[config.mk]
export PLATFORM = sky130hd
export DESIGN_NAME = sseg_scan_mux
export DESIGN_NICKNAME = d
export VERILOG_FILES = /design/src/rtl/sseg_scan_pkg.sv /design/src/rtl/sseg_scan_timebase.sv /design/src/rtl/sseg_scan_mux.sv
export SDC_FILE = /design/constraint.sdc
export NUM_CORES = 1
export LEC_CHECK = 0
export CORE_ASPECT_RATIO = 0.8
export CORE_MARGIN = 5
export CORE_UTILIZATION = 34
export CTS_CLUSTER_SIZE = 16
export DETAILED_ROUTE_END_ITERATION = 7
export PLACE_DENSITY = 0.68
export SLEW_MARGIN = 25
export SYNTH_ARGS = -nofsm -noshare
export SYNTH_HDL_FRONTEND = slang
export SYNTH_SLANG_ARGS = --single-unit
[constraint.sdc]
create_clock -name clk -period 6.2 [get_ports clk]
set_clock_uncertainty 0.2 [all_clocks]
set_input_delay 0.93 -clock clk [delete_from_list [all_inputs] [get_ports clk]]
set_output_delay 0.93 -clock clk [all_outputs]
set_load 0.02 [all_outputs]
[src/rtl/sseg_scan_pkg.sv]
// Shared constants, types and helpers for the multiplexed seven-segment scanner.
package sseg_scan_pkg;

    localparam int NUM_DIGITS = 4;
    localparam int NUM_PHASES = 8;
    localparam int IDX_W      = $clog2(NUM_DIGITS);
    localparam int PHASE_W    = $clog2(NUM_PHASES);

    localparam logic [6:0]            SEG_OFF = 7'h7f;
    localparam logic [NUM_DIGITS-1:0] DIG_OFF = 4'hf;

    typedef logic [6:0]            seg_t;
    typedef logic [NUM_DIGITS-1:0] dig_t;

    // Pattern and brightness captured for the digit currently being scanned.
    typedef struct packed {
        seg_t             pat;
        logic [PHASE_W-1:0] level;
    } slot_t;

    // Phase 0 is always blanking, so idx may change there without ghosting.
    function automatic logic slot_lit(input logic [PHASE_W-1:0] phase,
                                      input logic [PHASE_W-1:0] level);
        return (phase != '0) && (phase <= level);
    endfunction

endpackage

[src/rtl/sseg_scan_timebase.sv]
// Step/phase/digit counters for the display scan; strobes mark slot and frame boundaries.
module sseg_scan_timebase
    import sseg_scan_pkg::*;
#(
    parameter int STEP   = 256,
    parameter int STEP_W = 8
) (
    input  logic               clk,
    input  logic               rst,
    output logic [PHASE_W-1:0] phase,
    output logic [IDX_W-1:0]   idx,
    output logic [IDX_W-1:0]   idx_upcoming,
    output logic               slot_start,
    output logic               frame_start
);

    logic [STEP_W-1:0]  step_reg,  step_next;
    logic [PHASE_W-1:0] phase_reg, phase_next;
    logic [IDX_W-1:0]   idx_reg,   idx_next;
    logic               step_wrap;

    assign step_wrap   = (step_reg == STEP_W'(STEP - 1));
    assign slot_start  = step_wrap && (phase_reg == PHASE_W'(NUM_PHASES - 1));
    assign frame_start = slot_start && (idx_reg == IDX_W'(NUM_DIGITS - 1));

    always_comb begin
        step_next  = step_wrap ? '0 : step_reg + 1'b1;
        phase_next = step_wrap ? phase_reg + 1'b1 : phase_reg;
        idx_next   = slot_start ? idx_reg + 1'b1 : idx_reg;
    end

    always_ff @(posedge clk or posedge rst) begin
        if (rst) begin
            step_reg  <= '0;
            phase_reg <= '0;
            idx_reg   <= '0;
        end else begin
            step_reg  <= step_next;
            phase_reg <= phase_next;
            idx_reg   <= idx_next;
        end
    end

    assign phase        = phase_reg;
    assign idx          = idx_reg;
    assign idx_upcoming = idx_reg + 1'b1;

endmodule

[src/rtl/sseg_scan_mux.sv]
// Time-multiplexes four static segment patterns onto a shared bus with blanking and PWM dimming.
module sseg_scan_mux
    import sseg_scan_pkg::*;
#(
    parameter int STEP   = 256,
    parameter int STEP_W = 8
) (
    input  logic       clk,
    input  logic       rst,
    input  logic [6:0] hex_0,
    input  logic [6:0] hex_1,
    input  logic [6:0] hex_2,
    input  logic [6:0] hex_3,
    input  logic [2:0] bright,
    output logic [6:0] seg_n,
    output logic [3:0] dig_n,
    output logic       frame
);

    logic [PHASE_W-1:0] phase;
    logic [IDX_W-1:0]   idx;
    logic [IDX_W-1:0]   idx_upcoming;
    logic               slot_start;
    logic               frame_start;

    sseg_scan_timebase #(
        .STEP   (STEP),
        .STEP_W (STEP_W)
    ) u_timebase (
        .clk          (clk),
        .rst          (rst),
        .phase        (phase),
        .idx          (idx),
        .idx_upcoming (idx_upcoming),
        .slot_start   (slot_start),
        .frame_start  (frame_start)
    );

    seg_t  hex_arr [NUM_DIGITS];
    slot_t slot_reg;
    dig_t  dig_sel;
    logic  lit;
    seg_t  seg_reg;
    dig_t  dig_reg;
    logic  frame_reg;

    assign hex_arr[0] = hex_0;
    assign hex_arr[1] = hex_1;
    assign hex_arr[2] = hex_2;
    assign hex_arr[3] = hex_3;

    // Capture on the same edge that advances idx, so the slot always shows its own digit.
    always_ff @(posedge clk or posedge rst) begin
        if (rst) begin
            slot_reg <= '{pat: SEG_OFF, level: '0};
        end else if (slot_start) begin
            slot_reg <= '{pat: hex_arr[idx_upcoming], level: bright};
        end
    end

    for (genvar gi = 0; gi < NUM_DIGITS; gi++) begin : g_dig_sel
        assign dig_sel[gi] = (idx == IDX_W'(gi));
    end

    assign lit = slot_lit(phase, slot_reg.level);

    always_ff @(posedge clk or posedge rst) begin
        if (rst) begin
            seg_reg   <= SEG_OFF;
            dig_reg   <= DIG_OFF;
            frame_reg <= 1'b0;
        end else begin
            seg_reg   <= lit ? slot_reg.pat : SEG_OFF;
            dig_reg   <= lit ? ~dig_sel : DIG_OFF;
            frame_reg <= frame_start;
        end
    end

    assign seg_n = seg_reg;
    assign dig_n = dig_reg;
    assign frame = frame_reg;

endmodule

==> results of run 1 <==
-- layout by cell type, fill, tap and decap left out, drive strengths merged --
cell           count
a21oi              2
a31oi              1
and2               1
and2b              1
and3               2
buf                1
bufinv             2
clkbuf             6
clkdlybuf4s50     44
dfrtp             17
dfstp             18
ha                11
inv                7
mux2              12
mux4               7
nand2              9
nand2b             1
nand3              9
nand4              2
nor2              12
nor2b              2
o21a               1
o21ai              3
o31ai              1
xnor2              4
xor2               2
-- final cells by class --
| class | count | area, um^2 | share of cell area, % |
|---|---|---|---|
| flip-flops and latches | 35 | 898 | 38.2 |
| multi-input cells | 83 | 772 | 32.8 |
| repair buffers | 45 | 448 | 19.0 |
| well taps | 62 | 77.6 | 3.29 |
| clock buffers | 6 | 72.6 | 3.08 |
| clock inverters | 2 | 60.1 | 2.55 |
| inverters | 7 | 26.3 | 1.12 |
-- stage by stage --
| step | setup WS (ns) | hold WS, ns | cell area, um^2 | power [mW] | utilization (%) |
|---|---|---|---|---|---|
| CTS | 3.66 | 0.294 | 2350 | 0.502 | 47.3 |
| finish | 3.67 | 0.285 | 2350 | 0.495 | 47.3 |
| global placement | 3.84 | 0.270 | 2220 | 0.261 | 44.6 |
| global route | 3.62 | 0.344 | 2350 | 0.518 | 47.3 |
| detailed placement | 3.83 | 0.284 | 2220 | 0.261 | 44.6 |
| floorplan | 4.09 | 0.248 | 1740 | 0.240 | - |
-- report_power, final --
group	internal (mW)	switching, mW	total, mW
logic	0.0208	0.00719	0.0280
registers	0.229	0	0.229
clock network	0.161	0.0777	0.238
-- cells by family after synthesis --
kind of cell,share of synthesized area [%]
DFF,51.7
xor gates and xnor gates,3.02
buffers and inverters,3.89
adders and majority gates,7.92
AOI/OAI and AO/OA,2.66
muxes,18.8
and+or+nand+nor,12.0
-- routing by layer --
layer | vias up | part of all wire [%] | global-route usage, %
met5 | - | 0 | 0
met4 | 0 | 0.32 | 3.97
met3 | 2 | 5.1 | 3.24
met2 | 29 | 46 | 14.4
met1 | 520 | 48 | 13.8
li1 | 543 | - | -
-- final timing paths --
path	start	to	slack, ns
hold reg to reg	u_timebase.step_reg[0]$_DFF_PP0_	u_timebase.step_reg[0]$_DFF_PP0_	0.29
max in group asynchronous	rst	slot_reg[9]$_DFFE_PP1P_	4.61
min in group asynchronous	rst	u_timebase.idx[0]$_DFFE_PP0P_	0.85
setup reg to reg	u_timebase.idx[0]$_DFFE_PP0P_	slot_reg[9]$_DFFE_PP1P_	3.87
setup / recovery	seg_n[4]$_DFF_PP1_	seg_n[4]	3.67
hold / removal	u_timebase.step_reg[0]$_DFF_PP0_	u_timebase.step_reg[0]$_DFF_PP0_	0.29
==> flow_metrics.tcl, run 1 <==
set metrics [dict create \
    place_hpwl_mm 2.42 \
    grt_overflow 0 \
    vdd_ir_drop_max_uv 131 \
    crit_type "reg -> out" \
    die_x_um 89.9 \
    synthCells 131 \
    routed_wl_mm 3.16 \
    worstSetupStartpointType "flip-flop" \
    drt_iter0_drc 40 \
    hold_viol_final 0 \
    largest_reg_flops 10 \
    path_delay_family "buffers and inverters" \
    dr.pass1.iters 4 \
    diodes 0 \
    areaGrowthSynthToFinish_pct 35.5 \
    finalSetupViolCount 0 \
    synth_ff_type "dfstp_2" \
    cts.clk_slew.worst_paths_ns 0.07 \
    htree_levels 2 \
    setup-tns-final_ns 0 \
    powerDensity_mw_per_mm2 210 \
    nFillCells 440 \
    maxSlewViolCount 0 \
    synth_commonest_cells "dfstp_2 (18), dfrtp_1 (17), ha_1 (11), nor2_1 (11)" \
    instances_no_fill 240 \
    cts_hold_buf 0 \
    critPathMaxFanout 1 \
    path_depth 1 \
    synth_nets 175 \
    postRouteAntennaNets 0 \
    grt_setup_unrepaired "no" \
    cts_resized 0 \
    crit_required_ns 5.07 \
    r2r_cells 4 \
    track_usage_pct 9.90 \
    synth_edf_count 0 \
    cp_cell_sequence "clkdlybuf4s50_1" \
    synth_area_per_cell_um2 13.3 \
    status "completed" \
    yosysMostFrequentCell "dfstp_2" \
    port-buffer-count 44 \
    start_util_pct 34.9 \
    worst_slew_pin_slew_ns 0.741 \
    hp-class "reg -> reg" \
    min_period_over_period_pct 40.8 \
    cts.sinks 35 \
    yosysTopAreaCellShare_pct 27.2 \
    max_freq_ghz 0.395 \
    cts_root_buf "clkbuf_8" \
    dp.cells 232 \
    first_global_vias 1111 \
    cts_tree "built" \
    synth.area.top_cells "dfstp_2 (27%), dfrtp_1 (24%), mux4_2 (9.1%)" \
    arrival_ns 1.40 \
    max_slew_margin_pct 50.3 \
    pin_count 45 \
    vias_per_cell 4.56 \
    ys_seq_area_share_pct 51.7 \
    yosys_warnings 0 \
    drive_above_1_share_pct 28.1 \
    critPathCaptureType "output pin" \
    yosys.area.top_type "dfstp_2" \
    postCtsSetupBuffers 0 \
    gp_congestion 0.745 \
    synth-seq-cells 35 \
    crit_slowest_cell "clkdlybuf4s50_1" \
    grt_antenna_before_repair 0 \
    drc_errors 0 \
    die_area_mm2 0.00665 \
    grt_pass1_wl_mm 5.22 \
    async_flop_share_pct 100 \
    wire_per_inst_um 13.1 \
    holdPathStages 1 \
    core_area_mm2 0.00498 \
    grt_start_max_net_pins 36 \
    fin_nets 221 \
    p_leak_nw 0.971 \
    period_needed_ns 2.53 \
    path_buf_inv 1 \
    cts_buffers 5 \
    row_count 23 \
    max_stage_delay_ns 0.60 \
    insertion_delay_ns 0.28 \
    drv_cap 0 \
    die-height_um 73.9 \
    synth_area_mm2 0.00174 \
    yosysUniqueCellTypes 30 \
    clockBufferDepth 2 \
    num_vias 1094 \
]
No activity file was read; power rests on OpenSTA's default activity.
==> run 2, diff against run 1 <==
- clock period: 6.2 -> 2.6 ns (I/O delays scaled with it)
==> flow_metrics.tcl, run 2 (synthesized netlist as in run 1, its figures left out) <==
set metrics [dict create \
    worst_slew_pin_slew_ns 0.479 \
    core_area_mm2 0.00498 \
    crit_slowest_cell "dfrtp_1" \
    arrival_ns 2.00 \
    drv_cap 0 \
    insertion_delay_ns 0.28 \
    worstSetupStartpointType "flip-flop" \
    clockBufferDepth 2 \
    critPathMaxFanout 12 \
    busiest_layer "met2" \
    cts.sinks 35 \
    drt_iter0_drc 36 \
    num_vias 1132 \
    drc_errors 0 \
    gp_congestion 0.730 \
    cp_cell_sequence "ha_1 > nand3_1 > nor2_4 > and2_4 > mux2_2" \
    postRouteAntennaNets 0 \
    fin_nets 223 \
    hold_viol_final 0 \
    wire_per_inst_um 13.2 \
    finalSetupViolCount 0 \
    powerDensity_mw_per_mm2 422 \
    grtUsageMet3_pct 3.84 \
    track_usage_pct 10.2 \
    max_stage_delay_ns 0.38 \
    row_count 23 \
    period_needed_ns 2.04 \
    hold_slack_ns 0.283 \
    dr.pass1.iters 4 \
    port-buffer-count 44 \
    htree_levels 2 \
    r2r_slack_ns 0.56 \
    cts_hold_buf 0 \
    vias_per_cell 4.68 \
    crit_start "u_timebase.step_reg[0]$_DFF_PP0_" \
    grtUsageMet2_pct 15.6 \
    cts_buffers 5 \
    start_util_pct 34.9 \
    min_period_over_period_pct 78.3 \
    grt_overflow 0 \
    grt_pass1_wl_mm 5.38 \
    critPathCaptureType "flip-flop" \
    postCtsSetupBuffers 0 \
    cts.clk_slew.worst_paths_ns 0.06 \
    r2r_cells 5 \
    cp-endpoint "slot_reg[2]$_DFFE_PP0P_" \
    grt_setup_unrepaired "no" \
    max_freq_ghz 0.491 \
    routed_wl_mm 3.20 \
    largest_reg_flops 10 \
    cts_resized 0 \
    worstReg2RegEnd "slot_reg[2]$_DFFE_PP0P_" \
    first_global_vias 1197 \
    grt_antenna_before_repair 0 \
    setup-tns-final_ns 0 \
    die_x_um 89.9 \
    status "completed" \
    final_cell_mix "clkdlybuf4s50_1 (44), dfstp_2 (18), dfrtp_1 (17)" \
    vdd_ir_drop_max_uv 270 \
    crit_type "reg -> reg" \
    holdPathStages 1 \
    areaGrowthSynthToFinish_pct 33.4 \
    use_met1_pct 12.9 \
    die_area_mm2 0.00665 \
    timing.rr.start "u_timebase.step_reg[0]$_DFF_PP0_" \
    hp-class "reg -> reg" \
    grt_start_max_net_pins 36 \
    cts_tree "built" \
    pin_count 45 \
    p_leak_nw 0.958 \
    die-height_um 73.9 \
    cts_root_buf "clkbuf_8" \
    place_hpwl_mm 2.49 \
    max_slew_margin_pct 68.0 \
    final_common_cell "clkdlybuf4s50_1" \
    crit_required_ns 2.57 \
    drive_above_1_share_pct 28.3 \
    diodes 0 \
    maxSlewViolCount 0 \
]
-- run 2: cell types whose count changed in the layout (fill, tap and decap cells not counted) --
| cell | delta |
|---|---|
| buf_4 | +2 |
| o21ai_0 | +1 |
| clkinv_2 | +1 |
| bufinv_16 | -2 |
| o21ai_1 | -1 |
| clkbuf_1 | +1 |
-- run 2: critical path, delay by kind of cell, from the launching register on --
kind,cells,cell delay [ns]
AND/OR/NAND/NOR,3,0.69
flip-flops,1,0.38
multiplexers,1,0.36
adder cells (fa/ha/maj),1,0.29
-- run 2: through the flow --
step / cells / setup slack [ns] / area (um^2) / utilization [%] / power, mW
floorplan: 131 / 0.491 / 1740 / - / 0.571
global placement: 234 / 0.647 / 2240 / 44.9 / 0.622
detailed placement: 234 / 0.566 / 2240 / 44.9 / 0.623
CTS: 242 / 0.563 / 2320 / 46.6 / 0.992
global route: 242 / 0.442 / 2320 / 46.6 / 1.03
finish: 242 / 0.564 / 2320 / 46.6 / 0.979
-- run 2: worst min-delay path by stage --
| stage | slack (ns) | start | to |
|---|---|---|---|
| 4_1_cts | 0.28 | u_timebase.step_reg[0]$_DFF_PP0_ | u_timebase.step_reg[0]$_DFF_PP0_ |
| 3_3_place_gp | 0.26 | u_timebase.step_reg[0]$_DFF_PP0_ | u_timebase.step_reg[0]$_DFF_PP0_ |
| 3_5_place_dp | 0.28 | u_timebase.step_reg[0]$_DFF_PP0_ | u_timebase.step_reg[0]$_DFF_PP0_ |
| 2_1_floorplan | 0.25 | u_timebase.step_reg[0]$_DFF_PP0_ | u_timebase.step_reg[0]$_DFF_PP0_ |
| 5_1_grt | 0.32 | u_timebase.step_reg[0]$_DFF_PP0_ | u_timebase.step_reg[0]$_DFF_PP0_ |
| 6_report | 0.28 | u_timebase.step_reg[0]$_DFF_PP0_ | u_timebase.step_reg[0]$_DFF_PP0_ |
-- run 2: power breakdown --
group          switching, mW  total (mW)  internal (mW)
clock                  0.179       0.366          0.188
combinational         0.0167      0.0663         0.0496
sequential                 0       0.546          0.546
total                  0.195       0.979          0.783
-- run 2: metal layers --
layer  share of wire, %  vias to the layer above
li1                   -                      546
met1                 48                      541
met2                 44                       40
met3                5.8                        5
met4                1.5                        0
met5                  0                        -
-- run 2: area by class of cell --
cell class	instances	area, um^2
Fill cell	461	2660
Multi-Input combinational cell	83	772
Timing Repair Buffer	47	463
Inverter	7	26.3
Sequential cell	35	898
Clock inverter	1	5.00
Clock buffer	7	76.3
Tap cell	62	77.6
==> run 3, diff against run 2 <==
- PLACE_DENSITY: 0.68 -> 0.7
- clock period: 2.6 -> 1.7 ns (I/O delays scaled with it)
==> flow_metrics.tcl, run 3 (synthesized netlist as in run 1, its figures left out) <==
set metrics [dict create \
    vdd_ir_drop_max_uv 367 \
    crit_required_ns 1.71 \
    worst_slew_pin_slew_ns 0.211 \
    powerDensity_mw_per_mm2 602 \
    place_hpwl_mm 2.68 \
    grt_start_max_net_pins 36 \
    critPathMaxFanout 8 \
    maxSlewViolCount 0 \
    die_x_um 89.9 \
    r2r_cells 4 \
    timing.rr.start "u_timebase.idx[0]$_DFFE_PP0P_" \
    num_vias 1188 \
    wl_met3_um 176 \
    cts.sinks 35 \
    min_period_over_period_pct 98.9 \
    routed_wl_mm 3.65 \
    track_usage_pct 11.2 \
    start_util_pct 34.9 \
    core_area_mm2 0.00498 \
    cts_hold_buf 0 \
    final_common_cell "clkdlybuf4s50_1" \
    clockBufferDepth 2 \
    critPathCaptureType "flip-flop" \
    nFillCells 439 \
    wire_per_inst_um 14.2 \
    hp-class "in -> async" \
    cts_tree "built" \
    cts.clk_slew.worst_paths_ns 0.07 \
    dr_wl_met2_mm 1.73 \
    drt_iter0_drc 77 \
    pin_count 45 \
    cts_buffers 5 \
    worstSetupStartpointType "flip-flop" \
    status "completed" \
    drive_above_1_share_pct 37.9 \
    diodes 0 \
    hold_slack_ns 0.111 \
    crit_type "reg -> reg" \
    r2r_slack_ns 0.02 \
    cts_root_buf "clkbuf_8" \
    grt_pass1_wl_mm 5.84 \
    postRouteAntennaNets 0 \
    setup-tns-final_ns 0 \
    finalSetupViolCount 0 \
    vias_per_cell 4.62 \
    die-height_um 73.9 \
    gp_congestion 0.741 \
    die_area_mm2 0.00665 \
    wl_met1_mm 1.66 \
    grt_antenna_before_repair 0 \
    areaGrowthSynthToFinish_pct 43.8 \
    max_slew_margin_pct 85.8 \
    grt_setup_unrepaired "yes" \
    hold_viol_final 0 \
    port-buffer-count 44 \
    drc_errors 0 \
    p_leak_nw 1.01 \
    row_count 23 \
    arrival_ns 1.69 \
    fin_nets 238 \
    dr.pass1.iters 4 \
    insertion_delay_ns 0.29 \
    grt_overflow 0 \
    first_global_vias 1247 \
    largest_reg_flops 10 \
    htree_levels 2 \
    top_layer "met4" \
    final_cell_mix "clkdlybuf4s50_1 (33), dfstp_2 (18), dfrtp_1 (16)" \
    period_needed_ns 1.68 \
    worstReg2RegEnd "slot_reg[8]$_DFFE_PP1P_" \
    drv_cap 0 \
    max_freq_ghz 0.595 \
]
## run 3: cell types whose count changed in the layout (fill, tap and decap cells not counted), sizes merged
cell / delta
buf: +14
clkdlybuf4s50: -11
dlygate4sd2: +11
and2: +1
clkbuf: +1
clkinv: -1
## run 3: power by group
group / total, mW / switching (mW) / leakage [nW] / internal [mW]
clock network: 0.563 / 0.273 / 0.0395 / 0.291
registers: 0.835 / 0 / 0.409 / 0.835
logic: 0.106 / 0.0270 / 0.565 / 0.0794
## run 3: through the flow
step,total power [mW],utilization [%],setup WS [ns],area [um^2],cells
2_1_floorplan,0.874,-,-0.0597,1790,131
3_3_place_gp,0.955,47.6,0.0242,2370,244
3_5_place_dp,0.958,47.6,0.000564,2370,244
4_1_cts,1.52,49.1,0.00481,2440,253
5_1_grt,1.56,50.2,-0.0443,2500,257
6_report,1.50,50.2,0.0195,2500,257
## run 3: timing repair
action | in CTS | in global routing
pin swaps | 0 | 3
buffers inserted | 0 | 3
gates resized for setup | 11 | 11
gates cloned | 1 | 1
endpoints found under the setup margin | 12 | 19
## run 3: layout make-up
| cell class | count | area, um^2 | share of cell area (%) |
|---|---|---|---|
| multi-input combinational | 84 | 831 | 33.2 |
| tap | 62 | 77.6 | 3.10 |
| clock buffer | 8 | 80.1 | 3.20 |
| inverter | 7 | 28.8 | 1.15 |
| sequential | 35 | 900 | 36.0 |
| timing repair buffer | 61 | 583 | 23.3 |
## run 3: worst max-delay path by stage
stage,from,endpoint,slack (ns),depth (start not counted)
after floorplan,u_timebase.step_reg[0]$_DFF_PP0_,slot_reg[0]$_DFFE_PP0P_,-0.06,6
after global placement,u_timebase.step_reg[1]$_DFF_PP0_,slot_reg[2]$_DFFE_PP0P_,0.02,5
after detailed placement,u_timebase.step_reg[1]$_DFF_PP0_,slot_reg[2]$_DFFE_PP0P_,0.0006,5
after CTS,u_timebase.phase[1]$_DFFE_PP0N_,slot_reg[6]$_DFFE_PP1P_,0.005,4
after global routing,u_timebase.phase[1]$_DFFE_PP0N_,dig_n[1]$_DFF_PP1_,-0.04,6
final,u_timebase.idx[0]$_DFFE_PP0P_,slot_reg[8]$_DFFE_PP1P_,0.02,4
## run 3: routing by layer
layer  global-route usage [%]  up-vias
met1                     14.6      567
li1                         -      580
met2                     17.9       33
met4                     5.45        0
met5                        0        -
met3                     2.73        8
## run 3: worst max-delay path, cell delays in order (launching register included)
cell,delay [ns]
dfrtp_1,0.43
inv_4,0.05
ha_4,0.33
mux4_2,0.32
mux2_4,0.27
